$ cat src/rtl/keypad_scanner.sv
// Matrix keypad scanner: one-hot column strobe, 2-flop row synchroniser, press and release
// debounce, one valid/ready key event per press. Define KEYPAD_AUTOREPEAT_EN for autorepeat while held.
module keypad_scanner #(
  parameter int ROWS            = 4,
  parameter int COLS            = 4,
  parameter int SCAN_CYCLES     = 4,
  parameter int DEBOUNCE_CYCLES = 16,
  parameter int REPEAT_CYCLES   = 1000,
  localparam int CW = (ROWS * COLS > 1) ? $clog2(ROWS * COLS) : 1
) (
  input  logic            clk,
  input  logic            rst,
  input  logic [ROWS-1:0] fila,
  output logic [COLS-1:0] columna,
  output logic [CW-1:0]   key_code,
  output logic            key_valid,
  input  logic            key_ready,
  output logic            key_held
);

  localparam int RW  = (ROWS > 1) ? $clog2(ROWS) : 1;
  localparam int CLW = (COLS > 1) ? $clog2(COLS) : 1;
  localparam int DWW = $clog2(SCAN_CYCLES);
  localparam int CNW = $clog2(DEBOUNCE_CYCLES + 1);

  localparam logic [CLW-1:0] COL_LAST     = CLW'(COLS - 1);
  localparam logic [DWW-1:0] DWELL_LAST   = DWW'(SCAN_CYCLES - 1);
  localparam logic [CNW-1:0] CNT_FULL     = CNW'(DEBOUNCE_CYCLES);
  localparam logic [CNW-1:0] CNT_REL_LAST = CNW'(DEBOUNCE_CYCLES - 1);
  localparam logic [CW-1:0]  COLS_K       = CW'(COLS);

  localparam logic [1:0] S_SCAN     = 2'd0;
  localparam logic [1:0] S_DEBOUNCE = 2'd1;
  localparam logic [1:0] S_HELD     = 2'd2;
  localparam logic [1:0] S_RELEASE  = 2'd3;

  logic [ROWS-1:0] fila_m;
  logic [ROWS-1:0] fila_s;
  logic [1:0]      state;
  logic [CLW-1:0]  col_idx;
  logic [CLW-1:0]  col_next;
  logic [DWW-1:0]  dwell;
  logic [RW-1:0]   row_idx;
  logic [RW-1:0]   row_first;
  logic [CNW-1:0]  cnt;
  logic [CW-1:0]   code_calc;
  logic            row_hit;
  logic            handshake;

  // NOTE: every register below is updated with <= so all flops sample the same pre-edge values.
  always_ff @(posedge clk or posedge rst) begin
    if (rst) begin
      fila_m <= '0;
      fila_s <= '0;
    end else begin
      fila_m <= fila;
      fila_s <= fila_m;
    end
  end

  // NOTE: row_first gets a default before the loop so no path leaves it unassigned (no latch).
  always_comb begin
    row_first = '0;
    for (int r = ROWS - 1; r >= 0; r--) begin
      if (fila_s[r]) row_first = RW'(r);
    end
  end

  assign row_hit   = fila_s[row_idx];
  assign col_next  = (col_idx == COL_LAST) ? '0 : col_idx + 1'b1;
  assign code_calc = CW'(row_idx) * COLS_K + CW'(col_idx);
  assign handshake = key_valid && key_ready;
  assign columna   = COLS'(1) << col_idx;
  assign key_held  = (state == S_HELD) || (state == S_RELEASE);

`ifdef KEYPAD_AUTOREPEAT_EN
  localparam int RPW = (REPEAT_CYCLES > 1) ? $clog2(REPEAT_CYCLES) : 1;
  localparam logic [RPW-1:0] REP_LAST = RPW'(REPEAT_CYCLES - 1);

  logic [RPW-1:0] rep_cnt;
  logic           rep_wrap;

  assign rep_wrap = (rep_cnt == REP_LAST);

  // Runs only while the key stays down in HELD; any other cycle parks it at zero.
  always_ff @(posedge clk or posedge rst) begin
    if (rst) begin
      rep_cnt <= '0;
    end else if (state == S_HELD && row_hit) begin
      rep_cnt <= rep_wrap ? '0 : rep_cnt + 1'b1;
    end else begin
      rep_cnt <= '0;
    end
  end
`else
  // The repeat period has no function here; an illegal value still leaves a visible marker scope.
  if (REPEAT_CYCLES < 1) begin : g_illegal_repeat_cycles
  end
`endif

  always_ff @(posedge clk or posedge rst) begin
    if (rst) begin
      state     <= S_SCAN;
      col_idx   <= '0;
      dwell     <= '0;
      row_idx   <= '0;
      cnt       <= '0;
      key_code  <= '0;
      key_valid <= 1'b0;
    end else begin
      if (handshake) key_valid <= 1'b0;
      case (state)
        S_SCAN: begin
          if (dwell == DWELL_LAST) begin
            dwell <= '0;
            if (|fila_s) begin
              row_idx <= row_first;
              cnt     <= '0;
              state   <= S_DEBOUNCE;
            end else begin
              col_idx <= col_next;
            end
          end else begin
            dwell <= dwell + 1'b1;
          end
        end
        S_DEBOUNCE: begin
          // A completed debounce waits here, saturated, until the previous event is taken.
          if (cnt == CNT_FULL) begin
            if (!key_valid) begin
              key_code  <= code_calc;
              key_valid <= 1'b1;
              state     <= S_HELD;
            end else if (!row_hit) begin
              col_idx <= col_next;
              state   <= S_SCAN;
            end
          end else if (row_hit) begin
            cnt <= cnt + 1'b1;
          end else begin
            col_idx <= col_next;
            state   <= S_SCAN;
          end
        end
        S_HELD: begin
          if (!row_hit) begin
            cnt   <= '0;
            state <= S_RELEASE;
          end
`ifdef KEYPAD_AUTOREPEAT_EN
          else if (rep_wrap && !key_valid) begin
            key_valid <= 1'b1;
          end
`endif
        end
        S_RELEASE: begin
          if (row_hit) begin
            state <= S_HELD;
          end else if (cnt == CNT_REL_LAST) begin
            col_idx <= col_next;
            state   <= S_SCAN;
          end else begin
            cnt <= cnt + 1'b1;
          end
        end
        default: state <= S_SCAN;
      endcase
    end
  end

endmodule

$ cat config.mk
export PLATFORM = sky130hd
export DESIGN_NAME = keypad_scanner
export DESIGN_NICKNAME = d
export VERILOG_FILES = /design/src/rtl/keypad_scanner.sv
export SDC_FILE = /design/constraint.sdc
export NUM_CORES = 1
export LEC_CHECK = 0
export BUFFER_PORTS_ARGS = -buffer_cell sky130_fd_sc_hd__buf_2
export CORE_MARGIN = 5
export CORE_UTILIZATION = 35
export CTS_CLUSTER_DIAMETER = 40
export DETAILED_ROUTE_END_ITERATION = 6
export SLEW_MARGIN = 20
export SYNTH_ARGS = -nofsm -noshare
export SYNTH_HDL_FRONTEND = slang
export SYNTH_SLANG_ARGS = --single-unit
export TNS_END_PERCENT = 5
$ cat constraint.sdc
create_clock -name clk -period 2.15 [get_ports clk]
set_input_delay 0.3225 -clock clk [delete_from_list [all_inputs] [get_ports clk]]
set_output_delay 0.3225 -clock clk [all_outputs]
set_load 0.1 [all_outputs]
==> impl_metrics.tcl <==
set metrics [dict create \
    drv.max_cap_violation_count 0 \
    grt_setup_unrepaired "no" \
    cts-hold-fix-buffers 0 \
    combPwrFrac_pct 43.4 \
    synth_simple_gate_area_share_pct 13.8 \
    worst_path_buffer_plus_inverter_count 0 \
    ctsRootBufferMaster "sky130_fd_sc_hd__clkbuf_4" \
    final_min_period_over_clock_period_pct 94.6 \
    grt_antenna_before_repair 0 \
    crit_path_top_delay_cell "sky130_fd_sc_hd__mux4_2" \
    dr.pass1.iters 3 \
    start_kind "register" \
    regArea_um2 651 \
    global_route.usage.total_pct 9.19 \
    detailedRoute.firstIterationViolations 25 \
    maxSlewViolCount 0 \
    post_synth_inst_count 108 \
    area_delta_synth_final_pct 16.3 \
    critical_path.cell_chain "mux4_2 -> a211o_1 -> a221o_1 -> mux2_1" \
    mostFrequentLayoutCells "26 x sky130_fd_sc_hd__dfrtp_1, 16 x sky130_fd_sc_hd__buf_2, 13 x sky130_fd_sc_hd__nor2_1" \
    die_area_um2 4820 \
    timing.final.hold_violations 0 \
    adder_and_majority_cell_fraction_of_the_synthesized_area_pct 8.11 \
    route.detailed.drc 0 \
    switchingPower_uw 772 \
    avgSynthCellArea_um2 11.4 \
    intPower_mw 1.03 \
    worstReg2RegStart "row_idx[0]$_DFFE_PP0P_" \
    ctsLongestPathBuffers 2 \
    cts.clk_slew.worst_paths_ps 140 \
    topRoutingLayerUsed "met4" \
    die_w_um 69.4 \
    route.layer.met1.wl_um 859 \
    ctsResizeCount 0 \
    synth_nets 123 \
    run_status "finished clean" \
    setup.worst_path.class "register to register" \
    via_count 831 \
    cts_setup_buffers 0 \
    ir_worst_vdd_mv 0.548 \
    max_slew_margin_pct 67.7 \
    grt_max_degree 27 \
    cellLeakagePower_nw 0.723 \
    vias_per_cell 4.78 \
    detail_route.wl_per_cell_um 11.6 \
    yosysUniqueCellTypes 31 \
    total_negative_slack_for_setup_checks_ps 0 \
    clock_insertion_delay_worst_skew_ps 310 \
    fillCellCount 330 \
    endpoint_kind "register" \
    synth_xor_area_share_pct 0 \
    post-route-worst-setup-slack_ps 115 \
    post_route_cells_drive_above_1_share_pct 27.3 \
    dr_wl_met3_um 57 \
    io_pins 17 \
    yosysWarnings 0 \
    power.clock.fraction_pct 18.3 \
    totalWireLength_um 2020 \
    power_density_nw_per_um2 1260 \
    maxClockFrequency_mhz 491 \
    most_common_cell_after_layout_fill_and_taps_aside "sky130_fd_sc_hd__dfrtp_1" \
    synth_compound_area_share_pct 10.7 \
    port_buffers 16 \
    placement_rows 21 \
    synth_seq_cells 26 \
    nets 144 \
    skew_ps 3.04 \
    dieHeight_um 69.4 \
    vias_in_the_first_global_route 861 \
    max_slew.worst_pin.slew_ps 487 \
    multi_input_comb_area_um2 536 \
    crit_arrival_ps 2240 \
    worst_ep_required_time_ps 2360 \
    gpl_wtd_cong 0.715 \
    critPathMaxStageDelay_ps 580 \
    grt_ovf 0 \
    detail_route_antenna_nets 0 \
    largest_family_of_logic_cells_by_synthesized_area "simple AND/OR/NAND/NOR gates" \
    critPathLaunch "row_idx[0]$_DFFE_PP0P_" \
    grt_pass1_wl_um 3730 \
    worstPathMaxFanout 6 \
    pre_cts_ws_ps 135 \
    clock-sinks 26 \
    p_sw_share_pct 42.7 \
    tritoncts.num_buffers 3 \
    antennaDiodeCount 0 \
    cts_max_level 1 \
    synth-seq-area-share_pct 52.7 \
    cts_tree "done" \
    setup_viol 0 \
    cp_top_family "multiplexers" \
    post-dp-hpwl_um 1570 \
    hp-class "primary input to async pin" \
    synth.area.mux_share_pct 10.7 \
    seq_power_share_pct 38.4 \
    initial_core_util_pct 36.4 \
    met2_length_um 1090 \
    fin_util_pct 42.4 \
    synth_area_um2 1230 \
    final_critical_path_required_period_ps 2030 \
    core_um2 3390 \
]
## power by group through the flow
stage          clock, mW  sequential [mW]  combinational, mW
5_1_grt            0.362            0.715              0.854
3_5_place_dp           0            0.704              0.794
6_report           0.330            0.693              0.783
2_1_floorplan          0            0.658              0.705
3_3_place_gp           0            0.697              0.779
4_1_cts            0.343            0.694              0.796
## final timing paths
path,depth (start not counted),endpoint,slack (ps)
setup / recovery,4,col_idx[1]$_DFFE_PP0P_,120
hold / removal,3,fila_m[3]$_DFF_PP0_,30
setup reg to reg,4,col_idx[1]$_DFFE_PP0P_,120
hold reg to reg,0,fila_s[2]$_DFF_PP0_,370
max in group asynchronous,3,key_valid$_DFF_PP0_,1890
min in group clk,1,fila_m[0]$_DFF_PP0_,100
## cell usage after synthesis (all sizes together)
library cell,count,area [µm²]
and4bb,1,12.5
nor3b,3,27.5
and3,1,6.26
nand2,7,26.3
nor2,13,48.8
nand3,1,5.00
nor4,1,6.26
ha,8,100
o2bb2ai,1,8.76
dfrtp,26,651
a211o,1,8.76
clkbuf,3,11.3
nor3,2,10.0
nand2b,3,18.8
mux4,1,22.5
a221oi,1,15.0
a31oi,1,6.26
a221o,1,10.0
mux2,8,90.1
a21o,1,7.51
mux2i,2,20.0
inv,10,37.5
o22a,3,27.5
o211a,1,10.0
o21ai,4,20.0
a21oi,2,10.0
or3b,1,8.76
a2bb2oi,1,8.76
## kinds of logic (layout without fill, tap and decap cells)
group                      Yosys count  count (layout)
AOI/OAI and AO/OA                   17              17
buffers and inverters               13              33
adders and majority gates            8               8
muxes                               11              11
DFF                                 26              26
and+or+nand+nor                     33              33
## metal layers
layer,vias up,track usage [%]
met2,7,16.9
met3,2,1.45
met4,0,2.60
met1,408,10.9
met5,-,0
li1,414,-
## final cells by class
type	instances	share of cell area (%)
flip-flops and latches	26	45.3
multi-input cells	69	37.3
repair buffers	19	7.14
well taps	46	4.01
inverters	10	2.61
clock inverters	1	2.09
clock buffers	3	1.57
## state kept, by name (all words and copies together) (netlist names)
name	cells
cnt	5
fila_m	4
fila_s	4
key_code	4
col_idx	2
dwell	2
row_idx	2
state	2
key_valid	1
## per-stage QoR
stage	power, mW	cells	area (µm²)	hold slack (ps)
2_1_floorplan	1.36	108	1230	331
3_3_place_gp	1.48	170	1380	335
3_5_place_dp	1.50	170	1380	341
4_1_cts	1.83	174	1440	30.3
5_1_grt	1.93	174	1440	45.9
6_report	1.81	174	1440	26.9
## worst min-delay path: cells and delay by family
family	cells	cell delay [ps]
buffers and inverters	3	430
(Power assumes the default switching activity.)
